===== config.mk =====
export PLATFORM = sky130hd
export DESIGN_NAME = key_search_sequencer_flat
export DESIGN_NICKNAME = d
export VERILOG_FILES = /design/src/rtl/key_search_sequencer_if.sv /design/src/rtl/key_search_sequencer.sv /design/src/flat_wrapper.sv
export SDC_FILE = /design/constraint.sdc
export NUM_CORES = 1
export LEC_CHECK = 0
export ABC_CLOCK_PERIOD_IN_PS = 2500
export CORE_MARGIN = 2
export CORE_UTILIZATION = 25
export DETAILED_ROUTE_END_ITERATION = 7
export MAX_ROUTING_LAYER = met4
export SYNTH_ARGS = -nofsm -noshare
export SYNTH_HDL_FRONTEND = slang
export SYNTH_SLANG_ARGS = --single-unit

===== constraint.sdc =====
create_clock -name clk -period 2.5 [get_ports clk]
set_input_delay 0.5 -clock clk [delete_from_list [all_inputs] [get_ports clk]]
set_output_delay 0.5 -clock clk [all_outputs]
set_load 0.02 [all_outputs]

===== src/rtl/key_search_sequencer_if.sv =====
// Bus between the key search sequencer and the shared S-RAM controller:
// the phase select and candidate key go out, per-device finish levels and the decrypt verdict come back.
interface key_search_sequencer_if #(
    parameter int RAM_WIDTH   = 8,
    parameter int KEY_LENGTH  = 3,
    parameter int NUM_DEVICES = 3
);
    logic [5:0]                           mode;
    logic [KEY_LENGTH-1:0][RAM_WIDTH-1:0] key;
    logic [NUM_DEVICES-1:0]               finish_bus;
    logic                                 success;

    modport master (output mode, output key, input finish_bus, input success);
    modport slave  (input mode, input key, output finish_bus, output success);
endinterface


===== src/rtl/key_search_sequencer.sv =====
// Brute-force RC4 key sequencer: steps init/shuffle/decrypt on the RAM controller for each key.
// Optional per-phase watchdog is enabled by defining KEY_SEARCH_TIMEOUT_EN.
module key_search_sequencer #(
    parameter int                                RAM_WIDTH   = 8,
    parameter int                                KEY_LENGTH  = 3,
    parameter int                                NUM_DEVICES = 3,
    parameter logic [KEY_LENGTH*RAM_WIDTH-1:0]   KEY_START   = 24'h0,
    parameter logic [KEY_LENGTH*RAM_WIDTH-1:0]   KEY_END     = 24'h3FFFFF,
    parameter int                                TIMEOUT     = 1 << 16
) (
    input  logic                            clk,
    input  logic                            reset,
    input  logic                            go,
    input  logic                            abort,
    key_search_sequencer_if.master          ram,
    output logic                            busy,
    output logic                            found,
    output logic                            exhausted,
    output logic [KEY_LENGTH*RAM_WIDTH-1:0] attempts,
    output logic                            timeout_err
);
    localparam int KW = KEY_LENGTH * RAM_WIDTH;

    localparam logic [5:0] MODE_IDLE = 6'b000_000;
    localparam logic [5:0] MODE_INIT = 6'b001_000;
    localparam logic [5:0] MODE_SHUF = 6'b010_000;
    localparam logic [5:0] MODE_DECR = 6'b011_000;

    typedef enum logic [2:0] {
        S_IDLE, S_INIT, S_GAP_A, S_SHUF, S_GAP_B, S_DECR, S_NEXT, S_DONE
    } state_t;

    state_t        state_q, state_d;
    logic [5:0]    mode_q, mode_d;
    logic [KW-1:0] key_q, key_d;
    logic [KW-1:0] attempts_q, attempts_d;
    logic          busy_q, busy_d;
    logic          found_q, found_d;
    logic          exhausted_q, exhausted_d;

`ifdef KEY_SEARCH_TIMEOUT_EN
    localparam int TW = $clog2(TIMEOUT + 1);
    logic [TW-1:0] timer_q, timer_d;
    logic          timeout_q, timeout_d;
    logic          phase_timeout;

    assign phase_timeout = (state_q == S_INIT || state_q == S_SHUF || state_q == S_DECR)
                           && (timer_q == TW'(TIMEOUT - 1));
`endif

    always_comb begin
        state_d     = state_q;
        key_d       = key_q;
        attempts_d  = attempts_q;
        busy_d      = busy_q;
        found_d     = found_q;
        exhausted_d = exhausted_q;
`ifdef KEY_SEARCH_TIMEOUT_EN
        timeout_d   = timeout_q;
`endif
        case (state_q)
            S_IDLE, S_DONE: begin
                if (go) begin
                    state_d     = S_INIT;
                    key_d       = KEY_START;
                    attempts_d  = '0;
                    busy_d      = 1'b1;
                    found_d     = 1'b0;
                    exhausted_d = 1'b0;
`ifdef KEY_SEARCH_TIMEOUT_EN
                    timeout_d   = 1'b0;
`endif
                end
            end
            S_INIT:  if (ram.finish_bus[0]) state_d = S_GAP_A;
            S_GAP_A: state_d = S_SHUF;
            S_SHUF:  if (ram.finish_bus[1]) state_d = S_GAP_B;
            S_GAP_B: state_d = S_DECR;
            S_DECR: begin
                if (ram.finish_bus[2]) begin
                    attempts_d = attempts_q + 1'b1;
                    if (ram.success) begin
                        state_d = S_DONE;
                        found_d = 1'b1;
                        busy_d  = 1'b0;
                    end else if (key_q == KEY_END) begin
                        state_d     = S_DONE;
                        exhausted_d = 1'b1;
                        busy_d      = 1'b0;
                    end else begin
                        state_d = S_NEXT;
                    end
                end
            end
            S_NEXT: begin
                key_d   = key_q + 1'b1;
                state_d = S_INIT;
            end
            default: state_d = S_IDLE;
        endcase

`ifdef KEY_SEARCH_TIMEOUT_EN
        // A finish on the last allowed cycle still wins over the watchdog.
        if (phase_timeout && state_d == state_q) begin
            state_d   = S_DONE;
            busy_d    = 1'b0;
            timeout_d = 1'b1;
        end
        timer_d = (state_d != state_q) ? '0 : timer_q + 1'b1;
`endif

        // Abort overrides whatever the phase logic decided this cycle.
        if (abort && busy_q) begin
            state_d     = S_IDLE;
            key_d       = key_q;
            attempts_d  = attempts_q;
            busy_d      = 1'b0;
            found_d     = 1'b0;
            exhausted_d = 1'b0;
`ifdef KEY_SEARCH_TIMEOUT_EN
            timeout_d   = timeout_q;
`endif
        end

        case (state_d)
            S_INIT:  mode_d = MODE_INIT;
            S_SHUF:  mode_d = MODE_SHUF;
            S_DECR:  mode_d = MODE_DECR;
            default: mode_d = MODE_IDLE;
        endcase
    end

    always_ff @(posedge clk or posedge reset) begin
        if (reset) begin
            state_q     <= S_IDLE;
            mode_q      <= MODE_IDLE;
            key_q       <= KEY_START;
            attempts_q  <= '0;
            busy_q      <= 1'b0;
            found_q     <= 1'b0;
            exhausted_q <= 1'b0;
`ifdef KEY_SEARCH_TIMEOUT_EN
            timer_q     <= '0;
            timeout_q   <= 1'b0;
`endif
        end else begin
            state_q     <= state_d;
            mode_q      <= mode_d;
            key_q       <= key_d;
            attempts_q  <= attempts_d;
            busy_q      <= busy_d;
            found_q     <= found_d;
            exhausted_q <= exhausted_d;
`ifdef KEY_SEARCH_TIMEOUT_EN
            timer_q     <= timer_d;
            timeout_q   <= timeout_d;
`endif
        end
    end

    assign ram.mode  = mode_q;
    assign ram.key   = key_q;
    assign busy      = busy_q;
    assign found     = found_q;
    assign exhausted = exhausted_q;
    assign attempts  = attempts_q;
`ifdef KEY_SEARCH_TIMEOUT_EN
    assign timeout_err = timeout_q;
`else
    assign timeout_err = 1'b0;
`endif
endmodule


===== src/flat_wrapper.sv =====
// flat-port wrapper written by rule: the top's interface ports become plain ports
module key_search_sequencer_flat 
#(
    parameter int                                RAM_WIDTH   = 8,
    parameter int                                KEY_LENGTH  = 3,
    parameter int                                NUM_DEVICES = 3,
    parameter logic [KEY_LENGTH*RAM_WIDTH-1:0]   KEY_START   = 24'h0,
    parameter logic [KEY_LENGTH*RAM_WIDTH-1:0]   KEY_END     = 24'h3FFFFF,
    parameter int                                TIMEOUT     = 1 << 16
)
  (clk, reset, go, abort, busy, found, exhausted, attempts, timeout_err, ram_mode, ram_key, ram_finish_bus, ram_success);
  key_search_sequencer_if #(.RAM_WIDTH(RAM_WIDTH), .KEY_LENGTH(KEY_LENGTH), .NUM_DEVICES(NUM_DEVICES)) ram_i ();
  input  logic clk;
  input  logic reset;
  input  logic go;
  input  logic abort;
  output logic busy;
  output logic found;
  output logic exhausted;
  output logic [KEY_LENGTH*RAM_WIDTH-1:0] attempts;
  output logic timeout_err;
  output wire logic [$bits(ram_i.mode)-1:0] ram_mode;
  output wire logic [$bits(ram_i.key)-1:0] ram_key;
  input wire logic [$bits(ram_i.finish_bus)-1:0] ram_finish_bus;
  input wire logic [$bits(ram_i.success)-1:0] ram_success;
  assign ram_mode = ram_i.mode;
  assign ram_key = ram_i.key;
  assign ram_i.finish_bus = ram_finish_bus;
  assign ram_i.success = ram_success;
  key_search_sequencer #(.RAM_WIDTH(RAM_WIDTH), .KEY_LENGTH(KEY_LENGTH), .NUM_DEVICES(NUM_DEVICES), .KEY_START(KEY_START), .KEY_END(KEY_END), .TIMEOUT(TIMEOUT)) u_core (.clk(clk), .reset(reset), .go(go), .abort(abort), .ram(ram_i), .busy(busy), .found(found), .exhausted(exhausted), .attempts(attempts), .timeout_err(timeout_err));
endmodule

==> summary.md, run 1 <==
| Metric | Value |
|---|---|
| Status | complete, no violations |
| Period utilisation layout | 88.58% |
| Core footprint | between 10000 and 15000 um^2 |
| RSZ-0062 raised after global routing | no |
| Hold EP | u_core.attempts[23] |
| FF-to-FF path depth | 5 |
| Worst Skew | approximately 10 ps |
| Top cells by count, synth | dfrtp_1, nor2_1, xnor2_1, nand2_1, nor4_2 |
| Post-synthesis cell type count | 50 |
| Die W | 117.6 um |
| DR vias | about 2800 |
| Grt ovf | 0 |
| Hold path start | u_core.attempts[23] |
| Pwr/cell area | ~700 nW/um^2 |
| FF-to-FF Start | u_core.state_q[2] |
| CTS clock-pin slew for the worst setup and hold paths | around 80 ps |
| Top cells by area, synth | dfrtp_1, xnor2_1, nor4_2 |
| Worst path required time | 2720 ps |
| Hold Path Cell Cnt | 2 |
| Vias in the first global route | 2689 |
| CP startpoint kind | input port |
| Final std cells w/o fill | about 580 |
| FF+latch count, synth | 56 |
| Detailed Place HPWL | around 5900 um |
| Peak supply drop | approximately 480 uV |
| Primary FF master, synth | dfrtp_1 |
| Largest net degree at the start of global routing | 57 |
| DRT Pass-1 Iters | 4 |
| R2r endpoint | u_core.ram.key[23] |
| Std cell rows | between 40 and 50 |
| Initial antenna violation count | 0 |
| Overall die height | 117.6 um |
| Setup TNS | 0 ps |
| CP Max Fanout | 6 |
| # Post-CTS Setup Buffers | 0 |
| Number of diodes | 0 |
| Area Growth Syn to Fin | 30.83% |
| Setup CP Type | input port to flip-flop |
| IO Count | 66 |
| Cell accounting for the most synthesized area | dfrtp_1 |
| Root Buffer | clkbuf_16 |
| Share of flip-flops with an asynchronous set or reset | 100.0% |
| Worst setup EP type | flip-flop |
| Ratio of cells with drive above 1 in the final layout | between 10% and 20% |
| Post-synth EDFFs | 0 |
| CP startpoint | go |
| Initial core utilization | between 20% and 30% |
| Placed Cells | 567 |
| Cts bufs inserted | 5 |
| DRC marker count from the first detailed-route iteration | approximately 180 |
| Global-route wire length before repair | 13920 um |
| DRT Wirelength | 8217 um |
| Tot GR Track Use | about 12% |
| Gpl congestion | around 0.80 |
| Final Hold Fails | 0 |
| Die area | approximately 14000 um^2 |
| Fin nets | slightly above 400 |
| Avg Cell Area, Syn | roughly 9.5 um^2 |
| Sequential area share after synthesis | between 40% and 50% |
| Flop2flop setup slack | approximately 380 ps |
| Ys Warns | 0 |
| F_max | 451.6 MHz |
| FILL cells | 1302 |
| Slew Viols, Final | 0 |
| DRC | 0 |
| Via-per-instance ratio | 4.817 |
| Final setup viols | 0 |
| Hold_buf cts | 0 |
| CTS sink cnt | 56 |
| Clk_lat worst skew | 290 ps |
| H-tree levels | 2 |
| Clock Path Buffers | 2 |
| Area of the multi-input gates | 1662 um^2 |
| Wire length per cell | approximately 14 um |
| Worst Hold Class | flip-flop to flip-flop |
| Sequential Area | around 1400 um^2 |
| CTS resizes | 0 |
| Port bufs | 60 |
| Max Cap Viol | 0 |
| Post-DRT Antenna Nets | 0 |
| Fin crit period | approximately 2200 ps |
| Syn Inst Count | 340 |
| CTS tree | done |
| Top-area cell type share of the netlist area | 43.43% |
| Most common cell in the netlist | dfrtp_1 |
| CP arrival | roughly 2400 ps |
| Leakage | 1.620 nW |
| Netlist Area Pre-Place | 3227 um^2 |
==> per-layer routing <==
metal | track usage (%) | wire, um | vias to the layer above
li1 | - | - | 1322
met1 | 16.35 | 3885 | 1368
met2 | 20.17 | 3929 | 74
met3 | 2.422 | 331 | 6
met4 | 2.485 | 70 | 0
met5 | - | 0 | -
==> cells in the final DEF, fill, tap and decap left out, types with 3 or more instances in the layout <==
cell type / instances
clkdlybuf4s50_1: 60
dfrtp_1: 56
nor2_1: 42
xnor2_1: 32
nand2_1: 23
nor4_2: 18
nand3_1: 15
nand4_1: 14
buf_4: 14
nor3_1: 12
inv_1: 11
a21oi_1: 11
o21ai_0: 10
and3_1: 7
or3_1: 6
conb_1: 5
clkbuf_16: 5
nor4_1: 4
xor2_1: 4
and2_1: 3
o31ai_1: 3
and4_1: 3
nor4b_2: 3
nor2_2: 3
nor4b_1: 3
==> worst max-delay path, cell delays in order <==
cell	delay (ps)
clkdlybuf4s50_1	490
or4b_4	500
o21ai_2	110
nand4b_2	220
or4_1	450
a21oi_1	170
==> area by class of cell <==
class	count	area share, %
clock buffers	6	3.290
multi-input cells	251	39.36
flip-flops and latches	56	33.19
repair buffers	76	17.66
well taps	172	5.098
inverters	12	1.067
clock inverters	2	0.3260
==> power breakdown <==
group | internal (mW) | total, mW | switching (mW) | leakage [nW]
registers | 0.996 | 1.11 | 0.116 | 0.769
logic | 0.404 | 1.06 | 0.659 | 0.773
clock network | 0.402 | 0.741 | 0.339 | 0.0772
==> sequential cells by signal, summed over array words and instances (netlist names) <==
| register | count |
|---|---|
| u_core.attempts | 24 |
| u_core.ram.mode | 2 |
| u_core.ram.key | 24 |
| u_core.found | 1 |
| u_core.state_q | 3 |
| u_core.exhausted | 1 |
| u_core.busy | 1 |
==> cell families after synthesis <==
family,count (synthesis),synth area share (%)
and+or+nand+nor,168,32.11
DFF,56,43.43
AOI/OAI and AO/OA,40,7.911
buffers and inverters,37,5.893
xor gates and xnor gates,36,9.771
adders and majority gates,2,0.7754
other,1,0.1162
==> through the flow <==
step / setup WS, ps / utilization (%) / hold slack (ps) / total power [mW] / area [um^2]
2_1_floorplan: 517.3 / - / 598.1 / 1.848 / 3242
3_3_place_gp: 43.97 / 32.24 / 527.3 / 2.180 / 4069
3_5_place_dp: -1.549 / 32.24 / 556.1 / 2.203 / 4069
4_1_cts: 288.3 / 33.45 / 568.5 / 2.949 / 4222
5_1_grt: 176.0 / 33.45 / 604.9 / 3.087 / 4222
6_report: 285.5 / 33.45 / 560.8 / 2.917 / 4222
==> worst max-delay path by stage <==
stage,slack [ps],to
6_report,290,u_core.ram.key[23]
5_1_grt,180,u_core.ram.key[23]
4_1_cts,290,u_core.ram.key[23]
3_5_place_dp,-2,u_core.ram.key[23]
3_3_place_gp,40,u_core.ram.key[5]
2_1_floorplan,520,u_core.ram.key[23]
No activity file was read; power rests on OpenSTA's default activity.
==> inputs of run 2 (changes only) <==
--- a/config.mk
+++ b/config.mk
@@ -5,11 +5,12 @@
 export SDC_FILE = /design/constraint.sdc
 export NUM_CORES = 1
 export LEC_CHECK = 0
-export ABC_CLOCK_PERIOD_IN_PS = 2500
 export CORE_MARGIN = 2
 export CORE_UTILIZATION = 25
 export DETAILED_ROUTE_END_ITERATION = 7
+export GPL_TIMING_DRIVEN = 0
 export MAX_ROUTING_LAYER = met4
+export PLACE_DENSITY = 0.43
 export SYNTH_ARGS = -nofsm -noshare
 export SYNTH_HDL_FRONTEND = slang
 export SYNTH_SLANG_ARGS = --single-unit
==> summary.md, run 2 (synthesis gave the netlist of run 1 again) <==
| Metric | Value |
|---|---|
| Max transition margin | between 50% and 60% |
| Vias in the first global route | 2739 (was 2689) |
| Worst setup margin | 135.5 ps (was 285.5 ps) |
| DRT Wirelength | 8626 um (was 8217 um) |
| Slew Viols, Final | 0 (unchanged) |
| Worst Skew | 5.747 ps (was 9.910 ps) |
| Period utilisation layout | 94.58% (was 88.58%) |
| CP startpoint | go (unchanged) |
| Initial core utilization | 25.57% (unchanged) |
| Placed Cells | 577 (was 567) |
| Worst path required time | 2730 ps (was 2720 ps) |
| Largest net degree at the start of global routing | 39 (was 57) |
| Max Cap Viol | 0 (unchanged) |
| H-tree levels | 2 (unchanged) |
| Setup Slack @ Placement | -660.9 ps (was -1.549 ps) |
| CTS sink cnt | 56 (unchanged) |
| FF-to-FF Start | u_core.ram.key[3] (was u_core.state_q[2]) |
| # Post-CTS Setup Buffers | 0 (unchanged) |
| Crit-path slowest cell | clkdlybuf4s50_1 (was or4b_4) |
| Fin crit period | 2365 ps (was 2215 ps) |
| Switching part of the total power | 38.27% (was 38.21%) |
| Clock Path Buffers | 2 (unchanged) |
| Cell family with most CP delay | simple AND/OR/NAND/NOR gates (unchanged) |
| Status | complete, no violations (unchanged) |
| Clk_lat worst skew | 300 ps (was 290 ps) |
| Grt ovf | 0 (unchanged) |
| DR vias | 2755 (was 2770) |
| Number of diodes | 0 (unchanged) |
| Peak supply drop | 290.8 uV (was 479.1 uV) |
| CTS tree | done (unchanged) |
| Cts bufs inserted | 5 (unchanged) |
| DRC | 0 (unchanged) |
| Die W | 117.6 um (unchanged) |
| IO Count | 66 (unchanged) |
| CTS clock-pin slew for the worst setup and hold paths | 70 ps (was 80 ps) |
| CP arrival | 2590 ps (was 2430 ps) |
| Internal Pwr Total | 1.813 mW (was 1.802 mW) |
| CP Depth | 6 (unchanged) |
| Fin nets | 422 (was 412) |
| Overall die height | 117.6 um (unchanged) |
| DRC marker count from the first detailed-route iteration | 151 (was 183) |
| Crit path cell chain | clkdlybuf4s50_1 > or4b_4 > o21ai_2 > nand4b_2 > or4_1 > a21oi_1 (unchanged) |
| DRT Pass-1 Iters | 4 (unchanged) |
| Die area | 13830 um^2 (unchanged) |
| CP peak stage delay | 570 ps (was 500 ps) |
| Sequential share of power | 36.8% (was 38.1%) |
| Root Buffer | clkbuf_16 (unchanged) |
| Most frequent cells in the layout | clkdlybuf4s50_1, dfrtp_1, nor2_1, xnor2_1, nand2_1 (unchanged) |
| CP bufs+invs | 1 (unchanged) |
| Setup CP Type | input port to flip-flop (unchanged) |
| WHS | 526.9 ps (was 560.8 ps) |
| Gpl congestion | 0.8342 (was 0.7987) |
| Pwr/cell area | 692.9 nW/um^2 (was 690.9 nW/um^2) |
| Detailed Place HPWL | 6440 um (was 5949 um) |
| Commonest non-fill, non-tap cell in the layout | clkdlybuf4s50_1 (unchanged) |
| Post-DRT Antenna Nets | 0 (unchanged) |
| Psw | 1.124 mW (was 1.115 mW) |
| Ratio of cells with drive above 1 in the final layout | 13.56% (was 13.90%) |
| Final Hold Fails | 0 (unchanged) |
| Tot GR Track Use | 13.48% (was 12.47%) |
| Final std cells w/o fill | 585 (was 575) |
| Port bufs | 60 (unchanged) |
| Global-route wire length before repair | 14610 um (was 13920 um) |
| FF-to-FF path depth | 5 (unchanged) |
| F_max | 422.9 MHz (was 451.6 MHz) |
| CP startpoint kind | input port (unchanged) |
| Leakage | 1.632 nW (was 1.620 nW) |
| Core footprint | 12620 um^2 (unchanged) |
| Via-per-instance ratio | 4.709 (was 4.817) |
| Std cell rows | 41 (unchanged) |
| Final setup viols | 0 (unchanged) |
| Area Growth Syn to Fin | 31.33% (was 30.83%) |
| Worst setup EP type | flip-flop (unchanged) |
| Flop2flop setup slack | 200 ps (was 380 ps) |
| Initial antenna violation count | 0 (unchanged) |
| R2r endpoint | u_core.ram.key[23] (unchanged) |
| Slew @ Worst Pin | ~660 ps |
| CP Max Fanout | 7 (was 6) |
| Worst Hold Class | input port to async pin (was flip-flop to flip-flop) |
| Clock power share | 24.9% (was 25.4%) |
| Worst Setup EP | u_core.ram.key[23] (unchanged) |
| Wire length per cell | 14.75 um (was 14.29 um) |
| Hold_buf cts | 0 (unchanged) |
| RSZ-0062 raised after global routing | no (unchanged) |
| Logic pwr share | 38.2% (was 36.4%) |
==> run 2: cell type report <==
class                      instances  area (um^2)
sequential                        56         1401
clock buffer                       8        146.4
tap                              172        215.2
inverter                          12        45.04
fill                            1349         8382
timing repair buffer              61        620.6
multi-input combinational        251         1657
buffer                            25        152.6
==> run 2: worst register-to-register path: stages (launching register included) <==
cell      delay [ps]
dfrtp_1          460
nand4_1          230
nor4_1           610
nand4b_2         320
or4_1            460
a21oi_1          150
==> run 2: how the worst min path moves through the flow <==
stage                     startpoint                   to  slack [ps]  depth (start not counted)
CTS                            reset  u_core.attempts[18]         550                          2
global route                   reset  u_core.attempts[18]         570                          2
finish                         reset  u_core.attempts[18]         530                          2
floorplan                ram_success     u_core.exhausted         600                          1
global placement    u_core.exhausted     u_core.exhausted         500                          2
detailed placement  u_core.exhausted     u_core.exhausted         530                          2
==> run 2: power by group through the flow <==
| stage | Combinational [mW] | Clock, mW | Sequential, mW |
|---|---|---|---|
| floorplan | 0.694 | 0 | 1.15 |
| global placement | 1.11 | 0 | 1.10 |
| detailed placement | 1.13 | 0 | 1.10 |
| CTS | 1.14 | 0.757 | 1.08 |
| global route | 1.24 | 0.799 | 1.09 |
| finish | 1.12 | 0.732 | 1.08 |
==> run 2: per-stage QoR <==
step | util, % | power, mW | setup TNS [ps] | instance area, um^2
global route | 33.58 | 3.135 | 0 | 4238
finish | 33.58 | 2.936 | 0 | 4238
CTS | 33.52 | 2.976 | 0 | 4230
floorplan | - | 1.848 | 0 | 3242
global placement | 32.15 | 2.212 | -60800 | 4058
detailed placement | 32.31 | 2.226 | -23980 | 4078
==> run 2: repair_timing <==
action                                  CTS  global route
gates resized for setup                   5             3
endpoints found under the hold margin     0             0
endpoints found under the setup margin   41            42
==> run 2: routing by layer <==
metal  wire length, um  track usage, %  up-vias
met1              4237           18.46     1352
met3               280           2.519        6
met5                 0               -        -
met2              3996           20.35       53
met4               112           3.840        0
li1                  -               -     1344
==> inputs of run 3 (changes only) <==
--- a/config.mk
+++ b/config.mk
@@ -7,6 +7,7 @@
 export LEC_CHECK = 0
 export CORE_MARGIN = 2
 export CORE_UTILIZATION = 25
+export CTS_CLUSTER_DIAMETER = 100
 export DETAILED_ROUTE_END_ITERATION = 7
 export GPL_TIMING_DRIVEN = 0
 export MAX_ROUTING_LAYER = met4
==> results of run 3 <==
Final layout, timing and power as in run 2 (identical DEF).
